==> config.mk <==
export PLATFORM = sky130hd
export DESIGN_NAME = branch_predictor_v2
export DESIGN_NICKNAME = d
export VERILOG_FILES = /design/src/rtl/branch_predictor_v2.sv
export SDC_FILE = /design/constraint.sdc
export NUM_CORES = 2
export LEC_CHECK = 0
export BUFFER_PORTS_ARGS = -buffer_cell sky130_fd_sc_hd__buf_2
export CORE_MARGIN = 1.5
export CORE_UTILIZATION = 49
export CTS_CLUSTER_DIAMETER = 150
export DETAILED_ROUTE_END_ITERATION = 7
export PLACE_DENSITY_LB_ADDON = 0.12
export RECOVER_POWER = 100
export REMOVE_ABC_BUFFERS = 1
export SLEW_MARGIN = 5
export SYNTH_ARGS = -nofsm -noshare
export SYNTH_HDL_FRONTEND = slang
export SYNTH_SLANG_ARGS = --single-unit
==> constraint.sdc <==
create_clock -name clk_i -period 12.2 [get_ports clk_i]
set_input_delay 1.83 -clock clk_i [delete_from_list [all_inputs] [get_ports clk_i]]
set_output_delay 1.83 -clock clk_i [all_outputs]
set_load 0.03 [all_outputs]
==> src/rtl/branch_predictor_v2.sv <==
// branch_predictor_v2: gshare direction predictor, tagged BTB and circular return-address stack.
//
// Predicts direction and next PC for the fetch PC combinationally, and is trained by resolved
// control-transfer instructions from the ALU. A committed copy of the global history and RAS
// tracks resolved instructions; a speculative copy tracks lookups and is restored from the
// committed copy on alu_flush_i.
//
// Build option: define BP_RAS_EN to include the return-address stacks. Without it, returns
// predict the BTB target (the call/ret bits are still stored in the BTB).
//
// Ports:
//   clk_i          clock, all state on rising edge
//   rst_i          synchronous active-high reset
//   pc_vld_i       fetch PC valid
//   pc_i           fetch PC (word aligned)
//   bp_hit_o       BTB hit for pc_i
//   bp_taken_o     predicted taken
//   bp_pc_o        predicted next PC
//   alu_branch_i   a control-transfer instruction resolves this cycle
//   alu_cond_i     resolved instruction is conditional (0: jal/jalr)
//   alu_call_i     resolved instruction is a call
//   alu_return_i   resolved instruction is a return
//   alu_taken_i    resolved direction
//   alu_flush_i    misprediction, restore speculative state from committed state
//   alu_target_i   resolved target
//   alu_pc_i       PC of the resolved instruction
module branch_predictor_v2 #(
  parameter int unsigned GHR_WIDTH     = 6,
  parameter int unsigned BTB_IDX_WIDTH = 6,
  parameter int unsigned TAG_WIDTH     = 8,
  parameter int unsigned RAS_DEPTH     = 4
) (
  input  logic        clk_i,
  input  logic        rst_i,
  input  logic        pc_vld_i,
  input  logic [31:0] pc_i,
  output logic        bp_hit_o,
  output logic        bp_taken_o,
  output logic [31:0] bp_pc_o,
  input  logic        alu_branch_i,
  input  logic        alu_cond_i,
  input  logic        alu_call_i,
  input  logic        alu_return_i,
  input  logic        alu_taken_i,
  input  logic        alu_flush_i,
  input  logic [31:0] alu_target_i,
  input  logic [31:0] alu_pc_i
);

  localparam int unsigned BtbEntries = 1 << BTB_IDX_WIDTH;
  localparam int unsigned PhtEntries = 1 << GHR_WIDTH;

  // BTB storage
  logic [BtbEntries-1:0] btb_valid_q;
  logic [BtbEntries-1:0] btb_cond_q;
  logic [BtbEntries-1:0] btb_call_q;
  logic [BtbEntries-1:0] btb_ret_q;
  logic [TAG_WIDTH-1:0]  btb_tag_q [BtbEntries];
  logic [31:0]           btb_tgt_q [BtbEntries];

  // Direction state
  logic [1:0]           pht_q [PhtEntries];
  logic [GHR_WIDTH-1:0] ghr_q, ghr_d;
  logic [GHR_WIDTH-1:0] ghr_spec_q, ghr_spec_d;

  // Lookup side
  logic [BTB_IDX_WIDTH-1:0] lk_idx;
  logic [TAG_WIDTH-1:0]     lk_tag;
  logic [GHR_WIDTH-1:0]     lk_pht_idx;
  logic [31:0]              pc_plus4;
  logic                     lk_cond;
  logic                     lk_call;
  logic                     lk_ret;

  // Update side
  logic [BTB_IDX_WIDTH-1:0] up_idx;
  logic [TAG_WIDTH-1:0]     up_tag;
  logic [GHR_WIDTH-1:0]     up_pht_idx;
  logic [1:0]               pht_old;
  logic [1:0]               pht_new;

  assign lk_idx     = pc_i[2 +: BTB_IDX_WIDTH];
  assign lk_tag     = pc_i[2 + BTB_IDX_WIDTH +: TAG_WIDTH];
  assign lk_pht_idx = ghr_spec_q ^ pc_i[2 +: GHR_WIDTH];
  assign pc_plus4   = pc_i + 32'd4;
  assign lk_cond    = btb_cond_q[lk_idx];
  assign lk_call    = btb_call_q[lk_idx];
  assign lk_ret     = btb_ret_q[lk_idx];

  assign up_idx     = alu_pc_i[2 +: BTB_IDX_WIDTH];
  assign up_tag     = alu_pc_i[2 + BTB_IDX_WIDTH +: TAG_WIDTH];
  // Training indexes with the committed history as it was before this branch shifts it in.
  assign up_pht_idx = ghr_q ^ alu_pc_i[2 +: GHR_WIDTH];
  assign pht_old    = pht_q[up_pht_idx];

  // Outputs are forced to the fall-through prediction while reset is asserted.
  assign bp_hit_o   = ~rst_i & pc_vld_i & btb_valid_q[lk_idx] & (btb_tag_q[lk_idx] == lk_tag);
  assign bp_taken_o = bp_hit_o & (~lk_cond | pht_q[lk_pht_idx][1]);

  always_comb begin
    pht_new = pht_old;
    if (alu_taken_i) begin
      if (pht_old != 2'b11) pht_new = pht_old + 2'b01;
    end else begin
      if (pht_old != 2'b00) pht_new = pht_old - 2'b01;
    end
  end

  always_comb begin
    ghr_d = ghr_q;
    if (alu_branch_i && alu_cond_i) ghr_d = {ghr_q[GHR_WIDTH-2:0], alu_taken_i};
  end

  always_comb begin
    ghr_spec_d = ghr_spec_q;
    if (alu_flush_i) begin
      ghr_spec_d = ghr_d;
    end else if (bp_hit_o && lk_cond) begin
      ghr_spec_d = {ghr_spec_q[GHR_WIDTH-2:0], bp_taken_o};
    end
  end

  always_ff @(posedge clk_i) begin
    if (rst_i) begin
      btb_valid_q <= '0;
      btb_cond_q  <= '0;
      btb_call_q  <= '0;
      btb_ret_q   <= '0;
      for (int i = 0; i < int'(PhtEntries); i++) pht_q[i] <= 2'b01;
      ghr_q       <= '0;
      ghr_spec_q  <= '0;
    end else begin
      if (alu_branch_i) begin
        btb_valid_q[up_idx] <= 1'b1;
        btb_cond_q[up_idx]  <= alu_cond_i;
        btb_call_q[up_idx]  <= alu_call_i;
        btb_ret_q[up_idx]   <= alu_return_i;
        if (alu_cond_i) pht_q[up_pht_idx] <= pht_new;
      end
      ghr_q      <= ghr_d;
      ghr_spec_q <= ghr_spec_d;
    end
  end

  // Tag and target need no reset: they are qualified by btb_valid_q.
  always_ff @(posedge clk_i) begin
    if (alu_branch_i) begin
      btb_tag_q[up_idx] <= up_tag;
      btb_tgt_q[up_idx] <= alu_target_i;
    end
  end

`ifdef BP_RAS_EN
  localparam int unsigned RasPtrW = (RAS_DEPTH > 1) ? $clog2(RAS_DEPTH) : 1;
  localparam int unsigned RasCntW = $clog2(RAS_DEPTH + 1);
  localparam logic [RasPtrW-1:0] PtrOne  = RasPtrW'(1);
  localparam logic [RasCntW-1:0] CntOne  = RasCntW'(1);
  localparam logic [RasCntW-1:0] CntFull = RasCntW'(RAS_DEPTH);

  // ptr points at the next free slot; the top of stack is ptr-1. Writing at ptr while full
  // overwrites the oldest entry because the array wraps.
  logic [31:0]        cras_q [RAS_DEPTH];
  logic [31:0]        cras_d [RAS_DEPTH];
  logic [31:0]        sras_q [RAS_DEPTH];
  logic [31:0]        sras_d [RAS_DEPTH];
  logic [RasPtrW-1:0] cras_ptr_q, cras_ptr_d, sras_ptr_q, sras_ptr_d;
  logic [RasCntW-1:0] cras_cnt_q, cras_cnt_d, sras_cnt_q, sras_cnt_d;
  logic               c_we, s_we;
  logic [RasPtrW-1:0] c_wptr, s_wptr;
  logic [31:0]        ras_top;

  function automatic void ras_step(input  logic               push,
                                   input  logic               pop,
                                   input  logic [RasPtrW-1:0] ptr,
                                   input  logic [RasCntW-1:0] cnt,
                                   output logic               we,
                                   output logic [RasPtrW-1:0] wptr,
                                   output logic [RasPtrW-1:0] ptr_n,
                                   output logic [RasCntW-1:0] cnt_n);
    we    = 1'b0;
    wptr  = ptr;
    ptr_n = ptr;
    cnt_n = cnt;
    if (push && pop) begin
      // Replace top; on an empty stack this degenerates to a plain push.
      we = 1'b1;
      if (cnt == '0) begin
        ptr_n = ptr + PtrOne;
        cnt_n = CntOne;
      end else begin
        wptr = ptr - PtrOne;
      end
    end else if (push) begin
      we    = 1'b1;
      ptr_n = ptr + PtrOne;
      if (cnt != CntFull) cnt_n = cnt + CntOne;
    end else if (pop) begin
      if (cnt != '0) begin
        ptr_n = ptr - PtrOne;
        cnt_n = cnt - CntOne;
      end
    end
  endfunction

  always_comb begin
    cras_d = cras_q;
    sras_d = sras_q;
    ras_step(alu_branch_i & alu_call_i, alu_branch_i & alu_return_i, cras_ptr_q, cras_cnt_q,
             c_we, c_wptr, cras_ptr_d, cras_cnt_d);
    if (c_we) cras_d[c_wptr] = alu_pc_i + 32'd4;
    ras_step(bp_hit_o & lk_call, bp_hit_o & lk_ret, sras_ptr_q, sras_cnt_q,
             s_we, s_wptr, sras_ptr_d, sras_cnt_d);
    if (s_we) sras_d[s_wptr] = pc_plus4;
    if (alu_flush_i) begin
      sras_d     = cras_d;
      sras_ptr_d = cras_ptr_d;
      sras_cnt_d = cras_cnt_d;
    end
  end

  always_ff @(posedge clk_i) begin
    if (rst_i) begin
      cras_ptr_q <= '0;
      cras_cnt_q <= '0;
      sras_ptr_q <= '0;
      sras_cnt_q <= '0;
    end else begin
      cras_ptr_q <= cras_ptr_d;
      cras_cnt_q <= cras_cnt_d;
      sras_ptr_q <= sras_ptr_d;
      sras_cnt_q <= sras_cnt_d;
    end
  end

  always_ff @(posedge clk_i) begin
    cras_q <= cras_d;
    sras_q <= sras_d;
  end

  assign ras_top = sras_q[sras_ptr_q - PtrOne];

  always_comb begin
    bp_pc_o = pc_plus4;
    if (bp_taken_o) begin
      if (lk_ret && (sras_cnt_q != '0)) bp_pc_o = ras_top;
      else                              bp_pc_o = btb_tgt_q[lk_idx];
    end
  end
`else
  logic unused_ras;
  assign unused_ras = ^{lk_call, lk_ret, alu_pc_i};

  always_comb begin
    bp_pc_o = pc_plus4;
    if (bp_taken_o) bp_pc_o = btb_tgt_q[lk_idx];
  end
`endif

endmodule

==> out/qor.log <==
qor: layout.post_route_cells_drive_above_1_share 0.242
qor: power_and_ir_drop.cellPowerDensity 165 nW/µm²
qor: hold_path.timing.hold.worst_endpoint btb_valid_q[4]$_SDFFE_PP0P_
qor: placed_design.dp_worst_setup_slack 2.71 ns
qor: logic_synthesis.synthTopCellsByArea sky130_fd_sc_hd__edfxtp_1, sky130_fd_sc_hd__mux4_2, sky130_fd_sc_hd__dfxtp_1
qor: logic_synthesis.synth_fa_ha_area_frac 0.000202
qor: run_status.run_status finished with violations
qor: global_routing.grt_antenna_before_repair 25
qor: logic_synthesis.avgSynthCellArea 21.0 µm²
qor: timing.fin_tns_setup 0 ns
qor: route.num_vias 56459
qor: timing.fmax 0.0963 GHz
qor: flow_run.cap_violations 161
qor: logic_synthesis.synth_ff_type sky130_fd_sc_hd__edfxtp_1
qor: timing.fin_worst_skew 0.0230 ns
qor: placed_design.dp.cells 8254
qor: placed_design.portBuffers 118
qor: run_status.failed_checks max-capacitance violations, max-slew violations
qor: timing.fin_worst_hold_slack 0.467 ns
qor: placed_design.place.gp.congestion 0.825
qor: timing.final.period_utilization 0.851
qor: floorplanning.die_area 230000 µm²
qor: power_and_ir_drop.static-leakage-power 38.7 nW
qor: floorplanning.initial_utilization 0.494
qor: layout.final-instance-count-excl-fill 8796
qor: cts.cts_repair_resize_count 0
qor: logic_synthesis.synthMuxAreaShare 0.182
qor: worst_setup_path.critical_path.endpoint_type output port
qor: cts.clock_path_buffers 4
qor: worst_setup_path.r2r_setup_slack 5.93 ns
qor: layout.area_growth_syn_to_layout 11.7%
qor: logic_synthesis.yosysTopAreaCell sky130_fd_sc_hd__edfxtp_1
qor: floorplanning.die_width 480 µm
qor: timing.rsz_0062_raised_after_global_routing false
qor: cts.htree_num_levels 5
qor: timing.hold_viol 0
qor: route.firstDrtPassIters 6
qor: cts.cts_made_buffers 310
qor: timing.final_max_slew_viol_count 5494
qor: cts.clk_transition_reported_paths 0.06 ns
qor: route.post_drt_wl_per_cell 36.0 µm
qor: logic_synthesis.number_of_warnings_reported_in_the_yosys_synthesis_log 0
qor: hold_path.holdCritPathClass reg2reg
qor: global_routing.maximum_number_of_pins_on_one_net_before_global_route_repair 136
qor: cts.tritoncts_clock_tree built
qor: timing.finalSetupViolations 0
qor: route.detail_route.iter0.violations 7361
qor: logic_synthesis.ys_seq_elements 2828
qor: floorplanning.overall_die_height 480 µm
qor: floorplanning.ios 139
qor: global_routing.vias_in_the_first_global_route 56317
qor: global_routing.global_route_usage_sum 0.277
qor: floorplanning.floorplan.core_area 226000 µm²
qor: worst_setup_path.critPathMaxFanout 58
qor: global_routing.grt_pass1_wl 441 mm
qor: cts.post-cts-setup-buffer-count 0
qor: power_and_ir_drop.vdd_drop_max 0.000131 V
qor: worst_setup_path.timing.rr.end ghr_spec_q[1]$_SDFFE_PP0P_
qor: layout.finalNetCount 5680
qor: placed_design.place_hpwl 168 mm
qor: timing.slew-limit-headroom -2.47
qor: worst_setup_path.cp.arrival 8.55 ns
qor: worst_setup_path.required 10.37 ns
qor: timing.postLayoutSetupSlackWorst 1.82 ns
qor: hold_path.hold_path_startpoint btb_valid_q[4]$_SDFFE_PP0P_
qor: cts.cts-root-buf sky130_fd_sc_hd__clkbuf_16
qor: worst_setup_path.timing.rr.start btb_tag_q[6][7]$_DFFE_PP_
qor: route.post_detailed_route_drc_marker_count 0
qor: worst_setup_path.r2r_cells 9
qor: logic_synthesis.synth_compound_area_frac 0.0186
qor: route.drtAntennaViolNets 0
qor: logic_synthesis.yosys.area_share.xor_xnor 0.00414
qor: timing.fin_crit 10.38 ns
qor: logic_synthesis.synth_edf_count 2688
qor: worst_setup_path.start_kind input pin
qor: hold_path.hold_depth 2
qor: global_routing.grt.overflow.total 0
qor: logic_synthesis.netlist_instances 5317
qor: cts.worstSkewPairLatency 0.94 ns
qor: route.drt-total-wl 317 mm
qor: logic_synthesis.synth-seq-area-share 0.749
qor: logic_synthesis.dominant_combinational_cell_family_by_area_after_synthesis multiplexers
qor: cts.tritoncts_num_sinks 2828
qor: logic_synthesis.asyncSetResetFlopFracSynth 0
qor: timing.worst-slew-pin-transition 5.21 ns
qor: logic_synthesis.synth_top_cell_area_share 0.724
qor: worst_setup_path.worstSetupPathType in2out
qor: power_and_ir_drop.finalPower 20.5 mW
qor: cts.cts-hold-fix-buffers 0
qor: logic_synthesis.synthesis.area 111000 µm²
qor: logic_synthesis.synth_cell_type_count 79
qor: logic_synthesis.simple_gate_share_of_the_synthesized_area 0.0317
qor: route.avgViaCountPerCell 6.42
qor: floorplanning.rows 174
==> area by class of cell <==
class | count | area, µm²
Fill cell | 17280 | 101000
Sequential cell | 2828 | 83500
Multi-Input combinational cell | 2154 | 26400
Clock buffer | 395 | 8310
Tap cell | 2992 | 3740
Timing Repair Buffer | 268 | 1500
Clock inverter | 134 | 987
Inverter | 12 | 47.5
Antenna cell | 13 | 32.5
==> worst max path at each step <==
| stage | startpoint | to | depth (start not counted) |
|---|---|---|---|
| 2_1_floorplan | pc_i[7] | bp_pc_o[2] | 9 |
| 3_3_place_gp | pc_i[2] | bp_pc_o[3] | 13 |
| 4_1_cts | pc_i[2] | bp_pc_o[3] | 13 |
| 5_1_grt | pc_i[2] | bp_pc_o[3] | 13 |
| 3_5_place_dp | pc_i[2] | bp_pc_o[3] | 13 |
| 6_report | pc_i[2] | bp_pc_o[3] | 13 |
==> synthesized netlist by cell type, drive strengths merged, types with 69 or more instances <==
master / n
edfxtp: 2688
mux4: 813
nor2: 303
nand2: 217
buf: 200
dfxtp: 140
mux2i: 132
clkbuf: 123
nand3: 94
a21oi: 88
o21ai: 73
nand2b: 69
==> state kept, by name (all words and copies together) (netlist names) <==
signal / flops
btb_tgt_q: 2048
btb_tag_q: 512
pht_q: 128
btb_cond_q: 64
btb_valid_q: 64
ghr_q: 6
ghr_spec_q: 6
==> through the flow <==
stage / utilization / instance area, µm²
6_report: 0.552 / 125000
5_1_grt: 0.552 / 125000
4_1_cts: 0.556 / 125000
3_5_place_dp: 0.515 / 116000
3_3_place_gp: 0.515 / 116000
2_1_floorplan: - / 110000
==> power by group <==
| part | leakage, nW | internal, mW | switching [mW] | total, mW |
|---|---|---|---|---|
| combinational | 8.83 | 0.403 | 0.667 | 1.07 |
| sequential | 25.3 | 10.7 | 0.0198 | 10.7 |
| clock | 4.56 | 5.06 | 3.68 | 8.75 |
==> cell usage in the layout, fill, tap and decap left out, types with 6 or more instances in the layout <==
cell type / instances
sky130_fd_sc_hd__buf_12: 8
sky130_fd_sc_hd__mux2_1: 30
sky130_fd_sc_hd__nor2_4: 12
sky130_fd_sc_hd__nand3_1: 94
sky130_fd_sc_hd__clkinv_1: 62
sky130_fd_sc_hd__a22oi_1: 44
sky130_fd_sc_hd__a311oi_1: 9
sky130_fd_sc_hd__nor2_1: 290
sky130_fd_sc_hd__mux2i_1: 132
sky130_fd_sc_hd__clkbuf_16: 316
sky130_fd_sc_hd__and3_1: 13
sky130_fd_sc_hd__buf_2: 67
sky130_fd_sc_hd__nor2b_1: 19
sky130_fd_sc_hd__o22ai_1: 14
sky130_fd_sc_hd__clkbuf_1: 196
sky130_fd_sc_hd__xnor2_1: 35
sky130_fd_sc_hd__o21ai_0: 71
sky130_fd_sc_hd__nand4_1: 13
sky130_fd_sc_hd__mux4_2: 813
sky130_fd_sc_hd__a211oi_1: 17
sky130_fd_sc_hd__buf_4: 59
sky130_fd_sc_hd__nand3b_1: 6
sky130_fd_sc_hd__edfxtp_1: 2688
sky130_fd_sc_hd__nand2b_1: 69
sky130_fd_sc_hd__xor2_1: 10
sky130_fd_sc_hd__clkbuf_8: 11
sky130_fd_sc_hd__mux2_2: 21
sky130_fd_sc_hd__a22o_1: 10
sky130_fd_sc_hd__inv_1: 10
sky130_fd_sc_hd__bufinv_16: 13
sky130_fd_sc_hd__nand2_1: 217
sky130_fd_sc_hd__diode_2: 13
sky130_fd_sc_hd__o221ai_1: 11
sky130_fd_sc_hd__dfxtp_1: 140
sky130_fd_sc_hd__a21oi_1: 88
sky130_fd_sc_hd__nor3_1: 21
sky130_fd_sc_hd__clkinv_2: 46
sky130_fd_sc_hd__and2_1: 10
sky130_fd_sc_hd__a31oi_1: 11
==> logic make-up after synthesis <==
logic type	after synthesis
flip-flops	2828
multiplexers	997
AND/OR/NAND/NOR	785
buffers and inverters	335
AO/OA/AOI/OAI	319
XOR/XNOR	51
adder cells (fa/ha/maj)	2
==> critical path, stage by stage <==
cell	delay, ns
sky130_fd_sc_hd__buf_8	0.46
sky130_fd_sc_hd__mux4_2	0.61
sky130_fd_sc_hd__a22o_1	0.24
sky130_fd_sc_hd__a2111oi_0	1.03
sky130_fd_sc_hd__o31ai_1	0.16
sky130_fd_sc_hd__a211oi_1	0.65
sky130_fd_sc_hd__nor3_1	0.13
sky130_fd_sc_hd__nor4_1	0.45
sky130_fd_sc_hd__nand3_1	0.73
sky130_fd_sc_hd__buf_4	0.57
sky130_fd_sc_hd__inv_1	0.68
sky130_fd_sc_hd__mux2_1	0.47
sky130_fd_sc_hd__buf_2	0.21
==> layer usage <==
layer  wire length, µm  part of all wire  GRT usage
met4             10500             0.033     0.0868
met3             26200             0.083     0.0461
met2            154000              0.49      0.447
met1            126000              0.40      0.388
met5                43           0.00014          0
Power figures use the tool's default switching activity.
